## src/rtl/sram_byte_fifo.sv

```systemverilog
// sram_byte_fifo: streaming byte FIFO in front of a 1rw1r SRAM macro.
// Bytes are written through macro port 0 and read back through port 1 into
// a 2-entry output skid buffer (ob). The skid buffer hides the one-cycle
// read latency, so one push and one pop can be sustained every cycle.
//
// Handshake: a byte moves on a rising edge where valid and ready are both 1
// on that side. The producer holds in_data while in_valid is high and
// in_ready is low. out_data is stable while out_valid is high and out_ready
// is low. in_ready and out_valid never depend combinationally on their own
// partner's valid/ready.
module sram_byte_fifo #(
  parameter int ADDR_W = 10,
  parameter int DATA_W = 8,
  parameter int DEPTH  = 1024
) (
  input  logic              clk,
  input  logic              rst_n,
  input  logic              in_valid,
  output logic              in_ready,
  input  logic [DATA_W-1:0] in_data,
  output logic              out_valid,
  input  logic              out_ready,
  output logic [DATA_W-1:0] out_data,
  output logic [ADDR_W:0]   level,
  output logic              sram_csb0,
  output logic              sram_web0,
  output logic              sram_wmask0,
  output logic [ADDR_W-1:0] sram_addr0,
  output logic [DATA_W-1:0] sram_din0,
  output logic              sram_csb1,
  output logic [ADDR_W-1:0] sram_addr1,
  input  logic [DATA_W-1:0] sram_dout1
);

  localparam int PW = ADDR_W + 1;

  // Pointers carry one extra wrap bit so full and empty are distinguishable.
  logic [ADDR_W:0]   wr_ptr;
  logic [ADDR_W:0]   rd_ptr;
  logic [ADDR_W:0]   sram_cnt;
  logic              rd_vld_q;
  logic [1:0]        ob_cnt;
  logic [DATA_W-1:0] ob0;   // oldest entry
  logic [DATA_W-1:0] ob1;
  logic              full;
  logic              empty;
  logic              push;
  logic              pop;
  logic              issue;
  logic [2:0]        ob_pending;

  assign sram_cnt = wr_ptr - rd_ptr;
  assign full     = (sram_cnt == PW'(DEPTH));
  assign empty    = (sram_cnt == '0);

  // Write side: port 0 is used purely as a write port.
  assign in_ready    = rst_n & ~full;
  assign push        = in_valid & in_ready;
  assign sram_csb0   = ~push;
  assign sram_web0   = 1'b0;
  assign sram_wmask0 = 1'b1;
  assign sram_addr0  = wr_ptr[ADDR_W-1:0];
  assign sram_din0   = in_data;

  // Read side: issue a read only if ob has room for it after this cycle's
  // pop, counting the read already in flight.
  assign out_valid  = rst_n & (ob_cnt != 2'd0);
  assign out_data   = ob0;
  assign pop        = out_valid & out_ready;
  assign ob_pending = {1'b0, ob_cnt} + {2'b00, rd_vld_q} - {2'b00, pop};
  assign issue      = rst_n & ~empty & (ob_pending < 3'd2);
  assign sram_csb1  = ~issue;
  assign sram_addr1 = rd_ptr[ADDR_W-1:0];

  // Every stored byte is in SRAM, on the read bus, or in ob.
  assign level = rst_n ? (sram_cnt + PW'(rd_vld_q) + PW'(ob_cnt)) : '0;

  // Pointer and read-in-flight tracking; reset drops any in-flight read.
  always_ff @(posedge clk) begin
    if (!rst_n) begin
      wr_ptr   <= '0;
      rd_ptr   <= '0;
      rd_vld_q <= 1'b0;
    end else begin
      if (push)  wr_ptr <= wr_ptr + 1'b1;
      if (issue) rd_ptr <= rd_ptr + 1'b1;
      rd_vld_q <= issue;
    end
  end

  // Output skid buffer: capture returning read data, shift out on pop.
  always_ff @(posedge clk) begin
    if (!rst_n) begin
      ob_cnt <= 2'd0;
      ob0    <= '0;
      ob1    <= '0;
    end else begin
      case ({pop, rd_vld_q})
        2'b11: begin
          if (ob_cnt == 2'd1) begin
            ob0 <= sram_dout1;
          end else begin
            ob0 <= ob1;
            ob1 <= sram_dout1;
          end
        end
        2'b10: begin
          ob0    <= ob1;
          ob_cnt <= ob_cnt - 2'd1;
        end
        2'b01: begin
          if (ob_cnt == 2'd0) ob0 <= sram_dout1;
          else                ob1 <= sram_dout1;
          ob_cnt <= ob_cnt + 2'd1;
        end
        default: ;
      endcase
    end
  end

  // ob must always have room for the read in flight.
  a_ob_room: assert property (@(posedge clk) disable iff (!rst_n)
    ({1'b0, ob_cnt} + {2'b00, rd_vld_q}) <= 3'd2);

endmodule

```

## config.mk

```make
export PLATFORM = sky130hd
export DESIGN_NAME = sram_byte_fifo
export DESIGN_NICKNAME = d
export VERILOG_FILES = /design/src/rtl/sram_byte_fifo.sv
export SDC_FILE = /design/constraint.sdc
export NUM_CORES = 1
export LEC_CHECK = 0
export ABC_AREA = 1
export CAP_MARGIN = 15
export CORE_ASPECT_RATIO = 0.8
export CORE_MARGIN = 2
export CORE_UTILIZATION = 30
export DETAILED_ROUTE_END_ITERATION = 7
export SKIP_LAST_GASP = 1
export SYNTH_ARGS = -nofsm -noshare
export SYNTH_HDL_FRONTEND = slang
export SYNTH_SLANG_ARGS = --single-unit
```

## constraint.sdc

```tcl
create_clock -name clk -period 3.4 [get_ports clk]
set_input_delay 0.51 -clock clk [delete_from_list [all_inputs] [get_ports clk]]
set_output_delay 0.51 -clock clk [all_outputs]
set_load 0.02 [all_outputs]
```

==> metrics.md, run 1 <==
| Metric | Value |
|---|---|
| Worst Hold Class | reg2reg |
| Drt total wl | about 8.7 mm |
| Unrepaired setup endpoints after global routing | yes |
| FF+latch area | 821 um^2 |
| Crit-path cells | clkdlybuf4s50_1 > clkinv_1 > nor2_1 > nand2_1 > inv_1 > ha_1 > or2_2 > fa_1 > nand2_1 > nor2_1 > nand3_2 > clkbuf_2 |
| Vias/cell | approximately 4.7 |
| Hpwl dp | approximately 6.7 mm |
| Post-synth EDFFs | 0 |
| Max-slew headroom | a little under two thirds |
| Setup ws final | -0.0393 ns |
| Crit path max fanout | 2 |
| Synth warn | 0 |
| Clock root buffer | clkbuf_16 |
| Reg2Reg Setup Slack | 0.31 ns |
| Failing checks | setup timing |
| Sequential area share after synthesis | between 20% and 30% |
| CTS tree | done |
| Reg clk slew, reported paths | roughly 0.06 ns |
| Top post-synthesis cells by area | dfxtp_1 (24%), nand2_1 (14%), inv_1 (8.4%) |
| Number of buffers created by CTS | 5 |
| Top cell type's share of synthesized area | about a quarter |
| DR WL/cell | approximately 12 um |
| Global route total overflow | 0 |
| Syn Inst Count | 540 |
| Data arrival, critical path | slightly below 3 ns |
| Lkg Pwr | around 2 nW |
| Syn Area/Cell | just over 6 um^2 |
| H-Tree Level Count | 2 |
| Final Setup Violations | 1 |
| FF+latch count, synth | around 40 |
| First-pass GRT wire length | roughly 14 mm |
| Crit path kind | in2out |
| Core Region | approximately 0.011 mm^2 |
| Share of layout cells above drive strength 1 | 11.8% |
| Most frequent cells in the layout | nand2_1 (127), inv_1 (74), nor2_1 (55), clkdlybuf4s50_1 (42), dfxtp_1 (41) |
| Commonest non-fill, non-tap cell in the layout | nand2_1 |
| Vias | about 3400 |
| Crit path time final | roughly 3.4 ns |
| Post-synth top flop | dfxtp_1 |
| Power Dens Cells | between 700 and 800 mW/mm^2 |
| R2r worst-path depth | 17 |
| GPL Wtd Cong | slightly below 0.9 |
| TritonRoute pass-1 iters | 5 |
| Design Area, Final | 0.00416 mm^2 |
| Filler cells | approximately 1200 |
| Nets | approximately 630 |
| Die outline area | ~0.012 mm^2 |
| Largest net degree at the start of global routing | between 40 and 50 |
| Final setup TNS | -0.0393 ns |
| Multi-input gate area | 0.00198 mm^2 |
| Total power | between 3 and 4 mW |
| Die Wd | between 100 and 150 um |
| Area Growth Syn to Fin | 23.7% |
| Die height | just under 100 um |
| Area post-placement | 0.00400 mm^2 |
| F_max | just under 300 MHz |
| Period utilisation layout | 101% |
| CTS Sinks | 41 |
| Max Root-Sink Buffers | 2 |
| I/O pin count | between 70 and 80 |
| Max incr delay on CP | roughly 0.5 ns |
| Outcome | finished with violations |
| Min-Delay Path Depth | 2 |
| Tot GR Track Use | 14.6% |
| Worst path slowest cell | fa_1 |
| Row Count | 34 |
| Final Max Tran Viols | 0 |
| Dpl cells | between 700 and 800 |
| Fin cells | 730 |
| Reg2reg start | ob_cnt[0] |
| Initial DRC count | between 100 and 150 |
| Initial Utilization | 30.9% |
| Crit path capture type | output port |
| Antenna cells | 0 |
| # DRC | 0 |
| Critical Path Source Type | input port |
| Area leader, netlist | dfxtp_1 |
| Worst ir drop on vdd | approximately 270 uV |
| Required time worst endpoint | 2.89 ns |
| Vias in the first global route | 3118 |
| Worst-Margin Slew | about 0.55 ns |
| IO buf count | 54 |
| Yosys cell types | 30 |
| Final hold vios | 0 |
| Max cap viols | 0 |
| Initial antenna violation count | 0 |
| Asr flop ratio synth | 0% |
| Critical Path Source | rst_n |
| Reg-to-reg endpoint | rd_ptr[4] |
| Worst Skew | ~0.0056 ns |
| Min-delay src | wr_ptr[10] |
| Post-Syn Area | between 0.003 and 0.004 mm^2 |
| Hold_ws | around 0.54 ns |
| Min-Delay Endpoint | wr_ptr[10] |
| Clock latency on the worst-skew pair | 0.29 ns |
| CTS Hold Bufs | 0 |
| Final ANT Viol Nets | 0 |
| Post-synthesis net count | 583 |
## worst max-delay path, delay by kind of cell
kind	cells	cell delay, ns
adder cells (fa/ha/maj)	2	0.72
buffers and inverters	4	0.83
AND/OR/NAND/NOR	6	0.86
## area by class of cell
type                    instances  share of cell area (%)
well taps                     144                    4.33
multi-input cells             376                    47.5
inverters                      80                    7.22
repair buffers                 81                    16.9
clock buffers                   6                    3.34
flip-flops and latches         41                    19.7
clock inverters                 2                   0.902
## where the power goes
| group | switching [mW] | internal, mW |
|---|---|---|
| Combinational | 1.19 | 0.764 |
| Sequential | 0.0835 | 0.605 |
| Clock | 0.205 | 0.367 |
## sequential cells by signal, indices dropped and copies added, names as in the netlist
| name | count |
|---|---|
| out_data | 8 |
| rd_vld_q | 1 |
| rd_ptr | 11 |
| wr_ptr | 11 |
| ob_cnt | 2 |
| ob1 | 8 |
## synth_stat cells (3+ instances only)
cell / count
a21oi_1: 40
a31oi_1: 8
buf_4: 30
clkbuf_1: 10
dfxtp_1: 41
fa_1: 4
ha_1: 19
inv_1: 75
inv_2: 3
nand2_1: 127
nand2_2: 4
nand3_1: 34
nand3_2: 4
nand4_1: 8
nor2_1: 58
nor2_2: 3
nor3_1: 10
o21ai_0: 41
xor2_1: 4
## what timing repair did
action / CTS / global route
endpoints found under the setup margin: 12 / 11
buffers inserted: 0 / 0
pin swaps: 1 / 4
resized for setup: 15 / 28
## cell families after synthesis
family	share of synthesized area [%]
and+or+nand+nor	32.7
buffers and inverters	17.6
AOI/OAI and AO/OA	14.1
DFF	24.4
adders and majority gates	9.45
xor gates and xnor gates	1.56
other	0.223
## metal layers
| metal | wire length [um] | GRT usage [%] | share of wire [%] | vias to the layer above |
|---|---|---|---|---|
| met1 | 4200 | 20.5 | 48 | 1540 |
| met4 | 163 | 4.42 | 1.9 | 0 |
| li1 | - | - | - | 1790 |
| met2 | 3760 | 23.1 | 43 | 86 |
| met3 | 533 | 2.20 | 6.2 | 12 |
| met5 | 0 | 0 | 0 | - |
## worst max-delay path by stage
| stage | cells past startpoint | end | slack [ns] |
|---|---|---|---|
| after floorplan | 14 | rd_ptr[10] | 0.08 |
| after global placement | 12 | sram_csb1 | -0.38 |
| after detailed placement | 12 | sram_csb1 | -0.41 |
| after CTS | 12 | sram_csb1 | -0.22 |
| after global routing | 13 | sram_csb1 | -0.14 |
| final | 12 | sram_csb1 | -0.04 |
## metrics by stage
| step | setup slack, ns | utilization (%) |
|---|---|---|
| detailed placement | -0.414 | 36.7 |
| finish | -0.0393 | 38.2 |
| global placement | -0.385 | 36.7 |
| CTS | -0.218 | 38.2 |
| floorplan | 0.0751 | - |
| global route | -0.137 | 38.2 |
Power figures use the tool's default switching activity.
==> run 2, diff against run 1 <==
--- a/config.mk
+++ b/config.mk
@@ -11,6 +11,7 @@
 export CORE_MARGIN = 2
 export CORE_UTILIZATION = 30
 export DETAILED_ROUTE_END_ITERATION = 7
+export MAX_ROUTING_LAYER = met4
 export SKIP_LAST_GASP = 1
 export SYNTH_ARGS = -nofsm -noshare
 export SYNTH_HDL_FRONTEND = slang
==> run 2 against run 1 <==
  * The run still ends with setup timing left
  * Clock-buffer cell count unchanged
  * Highest routed layer unchanged
  * Critical path depth did not move
  * Combinational power is essentially flat
  * Global-route usage grew 0.44 points
  * Worst setup slack lost 0.0020 ns
  * Sequential power about the same
  * Largest power group unchanged
  * First-iteration DRC count is 3.4% higher
  * Die area unchanged
==> metrics.md, run 2 (synthesized netlist as in run 1, its figures left out) <==
| Metric | Value |
|---|---|
| Core Region | 0.0109 mm^2 (unchanged) |
| Critical Path Source Type | input port (unchanged) |
| Row Count | 34 (unchanged) |
| Tot GR Track Use | 15.1% (was 14.6%) |
| R2r worst-path depth | 17 (unchanged) |
| Max cap viols | 0 (unchanged) |
| Required time worst endpoint | 2.89 ns (about the same) |
| Period utilisation layout | 101% (about the same) |
| Global route total overflow | 0 (unchanged) |
| Clock share of power | 17.8% (about the same) |
| Nets | 628 (unchanged) |
| Pint | 1.74 mW (about the same) |
| Reg clk slew, reported paths | 0.06 ns (about the same) |
| CTS tree | done (unchanged) |
| Clock root buffer | clkbuf_16 (unchanged) |
| Post-CTS Setup Inserts | 0 (unchanged) |
| Number of buffers created by CTS | 5 (unchanged) |
| DR WL/cell | 11.9 um (about the same) |
| Final setup TNS | -0.0413 ns (was -0.0393 ns) |
| F_max | 291 MHz (about the same) |
| Worst ir drop on vdd | 275 uV (about the same) |
| Largest net degree at the start of global routing | 47 (unchanged) |
| Vias/cell | 4.70 (about the same) |
| Net Sw Frac | 46.0% (about the same) |
| Initial antenna violation count | 0 (unchanged) |
| Die Wd | 122 um (unchanged) |
| CTS Sinks | 41 (unchanged) |
| Unrepaired setup endpoints after global routing | yes (unchanged) |
| Filler cells | 1156 (unchanged) |
| Crit path kind | in2out (unchanged) |
| First-pass GRT wire length | 14.4 mm (unchanged) |
| Final Max Tran Viols | 0 (unchanged) |
| Max-slew headroom | 63.4% (about the same) |
| TritonRoute pass-1 iters | 4 (was 5) |
| Crit path time final | 3.44 ns (about the same) |
| Reg-to-reg endpoint | rd_ptr[4] (unchanged) |
| Min-Delay Path Depth | 2 (unchanged) |
| Final Setup Violations | 1 (unchanged) |
| Dpl cells | 722 (unchanged) |
| Logic pwr share | 60.8% (about the same) |
| Clock latency on the worst-skew pair | 0.29 ns (about the same) |
| Min-Delay Endpoint | wr_ptr[10] (unchanged) |
| Lkg Pwr | 2.00 nW (unchanged) |
| GPL Wtd Cong | 0.886 (was 0.871) |
| Initial Utilization | 30.9% (unchanged) |
| Crit path max fanout | 2 (unchanged) |
| Commonest non-fill, non-tap cell in the layout | nand2_1 (unchanged) |
| H-Tree Level Count | 2 (unchanged) |
| Power Dens Cells | 773 mW/mm^2 (was 772 mW/mm^2) |
| Setup ws final | -0.0413 ns (was -0.0393 ns) |
| Initial DRC count | 153 (was 148) |
| IO buf count | 54 (unchanged) |
| Max Root-Sink Buffers | 2 (unchanged) |
| Die outline area | 0.0121 mm^2 (unchanged) |
| Vias | 3433 (was 3428) |
| Sequential Power Share | 21.4% (about the same) |
| Die height | 98.7 um (unchanged) |
| Antenna cells | 0 (unchanged) |
| Critical Path Source | rst_n (unchanged) |
| # DRC | 0 (unchanged) |
| Vias in the first global route | 3116 (was 3118) |
| Share of layout cells above drive strength 1 | 11.8% (unchanged) |
| Area Growth Syn to Fin | 23.7% (unchanged) |
| Hpwl dp | 6.69 mm (unchanged) |
| Biggest regs | rd_ptr: 11 flops, wr_ptr: 11 flops (unchanged) |
| Reg2reg start | ob_cnt[0] (unchanged) |
| I/O pin count | 73 (unchanged) |
| Fin cells | 730 (unchanged) |
| Worst-Margin Slew | 0.548 ns (was 0.549 ns) |
| Final hold vios | 0 (unchanged) |
| Drt total wl | 8.66 mm (about the same) |
| Core Util, Final | 38.2% (unchanged) |
| Final ANT Viol Nets | 0 (unchanged) |
| Most frequent cells in the layout | nand2_1 (127), inv_1 (74), nor2_1 (55), clkdlybuf4s50_1 (42), dfxtp_1 (41) (unchanged) |
| Min-delay src | wr_ptr[10] (unchanged) |
| Data arrival, critical path | 2.93 ns (about the same) |
| P_sw | 1.48 mW (about the same) |
| Worst Hold Class | reg2reg (unchanged) |
| Outcome | finished with violations (unchanged) |
| Worst Skew | 0.00599 ns (was 0.00560 ns) |
| Crit path capture type | output port (unchanged) |
| Failing checks | setup timing (unchanged) |
| Reg2Reg Setup Slack | 0.31 ns (about the same) |
run 2: cell counts in the layout (fill, tap and decap cells not counted):
Identical to the previous run, type by type.
run 2: area by class of cell:
class                      instances  area [um^2]  area share (%)
multi-input combinational        376         1980            47.5
clock buffer                       6          139            3.34
tap                              144          180            4.33
inverter                          80          300            7.22
sequential                        41          821            19.7
clock inverter                     2         37.5           0.902
timing repair buffer              81          704            16.9
run 2: worst max path at each step:
stage	end	slack, ns	cells after the start
6_report	sram_csb1	-0.04	12
5_1_grt	sram_csb1	-0.14	13
4_1_cts	sram_csb1	-0.22	12
3_5_place_dp	sram_csb1	-0.41	12
3_3_place_gp	sram_csb1	-0.38	12
2_1_floorplan	rd_ptr[10]	0.08	14
run 2: repair_timing:
action	in CTS	in global routing
hold buffers	0	0
endpoints found under the setup margin	12	11
pin swaps	1	4
resized for setup	15	28
run 2: routing by layer:
layer	GRT usage, %	share of wire, %	vias up
li1	-	-	1788
met1	20.8	49	1543
met2	23.1	43	90
met3	1.85	5.3	12
met4	4.42	1.9	0
met5	-	0	-
run 2: power groups by stage:
stage,combinational [mW],clock (mW),sequential [mW]
2_1_floorplan,1.24,0,0.751
3_3_place_gp,1.94,0,0.692
3_5_place_dp,1.98,0,0.697
4_1_cts,1.95,0.584,0.690
5_1_grt,2.21,0.592,0.704
6_report,1.95,0.572,0.689
run 2: worst max-delay path, cell delays in order:
cell	delay (ns)
clkdlybuf4s50_1	0.48
clkinv_1	0.08
nor2_1	0.12
nand2_1	0.08
inv_1	0.08
ha_1	0.22
or2_2	0.30
fa_1	0.50
nand2_1	0.05
nor2_1	0.18
nand3_2	0.13
clkbuf_2	0.19
run 2: stage by stage:
stage	setup slack (ns)	power, mW	hold WS, ns	instance area, um^2
CTS	-0.218	3.23	0.529	4170
global placement	-0.385	2.63	0.505	4000
finish	-0.0413	3.21	0.535	4160
floorplan	0.0751	1.99	0.478	3360
detailed placement	-0.414	2.68	0.521	4000
global route	-0.137	3.50	0.563	4160
==> run 3, diff against run 2 <==
--- a/config.mk
+++ b/config.mk
@@ -16,3 +16,4 @@
 export SYNTH_ARGS = -nofsm -noshare
 export SYNTH_HDL_FRONTEND = slang
 export SYNTH_SLANG_ARGS = --single-unit
+export TNS_END_PERCENT = 1
==> constraint.sdc (replaced) <==
create_clock -name clk -period 2.95 [get_ports clk]
set_input_delay 0.4425 -clock clk [delete_from_list [all_inputs] [get_ports clk]]
set_output_delay 0.4425 -clock clk [all_outputs]
set_load 0.02 [all_outputs]
==> run 3 against run 2 <==
  * The flow still finishes with violations (setup timing)
  * Clock power fell by 3%
  * Routed wire length up 8.6%
  * Combinational power increased by 41%
  * Largest power group unchanged
==> metrics.md, run 3 (synthesized netlist as in run 1, its figures left out) <==
| Metric | Value |
|---|---|
| Final Setup Violations | 11 (was 1) |
| Final Max Tran Viols | 0 (unchanged) |
| Crit-path cells | inv_2 > ha_4 > fa_1 > inv_2 > fa_2 > nand2_1 > inv_1 > clkdlybuf4s50_1 (was clkdlybuf4s50_1 > clkinv_1 > nor2_1 > nand2_1 > inv_1 > ha_1 > or2_2 > fa_1 > nand2_1 > nor2_1 > nand3_2 > clkbuf_2) |
| Pint | 2.22 mW (was 1.74 mW) |
| Outcome | finished with violations (unchanged) |
| Drt total wl | 9.41 mm (was 8.66 mm) |
| Vias | 3581 (was 3433) |
| Buf/Inv on CP | 4 (unchanged) |
| CTS Sinks | 41 (unchanged) |
| Min-Delay Path Depth | 2 (unchanged) |
| Global route total overflow | 0 (unchanged) |
| Area Growth Syn to Fin | 35.3% (was 23.7%) |
| DR WL/cell | 12.2 um (was 11.9 um) |
| Crit path time final | between 3 and 4 ns |
| Antenna cells | 0 (unchanged) |
| Biggest regs | rd_ptr: 11 flops, wr_ptr: 11 flops (unchanged) |
| Vias/cell | 4.64 (was 4.70) |
| Dpl cells | 759 (was 722) |
| Required time worst endpoint | 2.51 ns (was 2.89 ns) |
| Unrepaired setup endpoints after global routing | yes (unchanged) |
| Row Count | 34 (unchanged) |
| First-pass GRT wire length | 15.6 mm (was 14.4 mm) |
| Core Util, Final | 41.8% (was 38.2%) |
| GPL Wtd Cong | 0.851 (was 0.886) |
| Failing checks | setup timing (unchanged) |
| Most frequent cells in the layout | nand2_1 (126), inv_1 (71), buf_4 (71), nor2_1 (48) (was nand2_1 (127), inv_1 (74), nor2_1 (55), clkdlybuf4s50_1 (42), dfxtp_1 (41)) |
| Data arrival, critical path | 2.68 ns (was 2.93 ns) |
| Clock latency on the worst-skew pair | 0.29 ns (about the same) |
| Worst-Margin Slew | 0.583 ns (was 0.548 ns) |
| H-Tree Level Count | 2 (unchanged) |
| F_max | around 320 MHz |
| Max Root-Sink Buffers | 2 (unchanged) |
| Commonest non-fill, non-tap cell in the layout | nand2_1 (unchanged) |
| Power Dens Cells | 899 mW/mm^2 (was 773 mW/mm^2) |
| Crit path max fanout | 2 (unchanged) |
| Clock share of power | 13.6% (was 17.8%) |
| Clock root buffer | clkbuf_16 (unchanged) |
| R2r worst-path depth | 16 (was 17) |
| Logic pwr share | 67.1% (was 60.8%) |
| Worst Skew | 0.00869 ns (was 0.00599 ns) |
| Final ANT Viol Nets | 0 (unchanged) |
| Share of layout cells above drive strength 1 | 21.5% (was 11.8%) |
| Setup ws final | -0.172 ns (was -0.0413 ns) |
| Worst ir drop on vdd | 330 uV (was 275 uV) |
| Die Wd | 122 um (unchanged) |
| Critical Path Source Type | flip-flop (was input port) |
| Crit path kind | reg2out (was in2out) |
| Final hold vios | 0 (unchanged) |
| IO buf count | 54 (unchanged) |
| Net Sw Frac | 45.7% (was 46.0%) |
| Period utilisation layout | 106% |
| Max cap viols | 0 (unchanged) |
| Initial DRC count | 159 (was 153) |
| Hold_ws | 0.550 ns (was 0.535 ns) |
| Fin cells | 772 (was 730) |
| Max-slew headroom | 61.1% (was 63.4%) |
| Tot GR Track Use | 16.6% (was 15.1%) |
| Core Region | 0.0109 mm^2 (unchanged) |
| Lkg Pwr | 2.19 nW (was 2.00 nW) |
| Worst path depth | 8 (was 12) |
| Largest net degree at the start of global routing | 47 (unchanged) |
| TritonRoute pass-1 iters | 4 (unchanged) |
| Crit path capture type | output port (unchanged) |
| Sequential Power Share | 19.3% (was 21.4%) |
| Nets | 671 (was 628) |
| Number of buffers created by CTS | 5 (unchanged) |
| Worst path slowest cell | clkdlybuf4s50_1 (was fa_1) |
| Reg clk slew, reported paths | 0.06 ns (about the same) |
| Delay-heaviest family, CP | adder cells (was simple AND/OR/NAND/NOR gates) |
| Initial antenna violation count | 0 (unchanged) |
| Max incr delay on CP | 0.59 ns (was 0.50 ns) |
| Hpwl dp | 7.22 mm (was 6.69 mm) |
| Initial Utilization | 30.9% (unchanged) |
| CTS tree | done (unchanged) |
| Die outline area | 0.0121 mm^2 (unchanged) |
| CP most frequent cell | inv_2 |
| I/O pin count | 73 (unchanged) |
| # DRC | 0 (unchanged) |
| Worst Hold Class | reg2reg (unchanged) |
| Die height | 98.7 um (unchanged) |
| P_sw | 1.87 mW (was 1.48 mW) |
| Vias in the first global route | 3457 (was 3116) |
[run 3: layer usage]
layer / up-vias / wire length [um] / track usage, %
met2: 60 / 4040 / 25.5
met3: 8 / 337 / 2.55
met1: 1644 / 4950 / 22.8
met5: - / 0 / -
met4: 0 / 87 / 4.16
li1: 1869 / - / -
[run 3: metrics by stage]
step / setup TNS, ns / cell area [um^2] / total power [mW] / worst slack [ns]
2_1_floorplan: 0 / 3390 / 2.33 / 0.00572
3_3_place_gp: -7.17 / 4300 / 3.32 / -0.743
3_5_place_dp: -8.20 / 4300 / 3.39 / -0.780
4_1_cts: -2.83 / 4490 / 3.99 / -0.273
5_1_grt: -3.62 / 4550 / 4.45 / -0.293
6_report: -1.30 / 4550 / 4.09 / -0.172
[run 3: tightest hold or removal path, stage by stage (launching register included)]
cell and delay (ns):
dfxtp_1 0.31, o21ai_0 0.15, a31oi_1 0.05
[run 3: timing repair]
item,4_1_cts,5_1_grt
pin swaps,8,12
hold endpoints to repair,0,0
setup endpoints to repair,19,19
hold buffers,0,0
setup buffers,3,3
resized for setup,57,23
[run 3: path summary, 6_finish.rpt]
check	from	endpoint	slack, ns
worst max-delay path	wr_ptr[0]	level[1]	-0.17
worst max register to register	ob_cnt[0]	rd_ptr[7]	0.04
worst min register to register	out_data[2]	out_data[2]	0.55
worst min-delay path	out_data[2]	out_data[2]	0.55
[run 3: area by class of cell]
| cell class | count | area (um^2) |
|---|---|---|
| clock buffers | 7 | 143 |
| fillers | 1154 | 6340 |
| inverters | 80 | 302 |
| multi-input cells | 376 | 2070 |
| flip-flops and latches | 41 | 826 |
| well taps | 144 | 180 |
| repair buffers | 124 | 1030 |
[run 3: power by group through the flow]
stage	Clock, mW	Combinational [mW]	Sequential (mW)
final	0.556	2.74	0.791
after global placement	0	2.53	0.790
after CTS	0.563	2.64	0.788
after global routing	0.587	3.06	0.809
after floorplan	0	1.47	0.867
after detailed placement	0	2.59	0.794
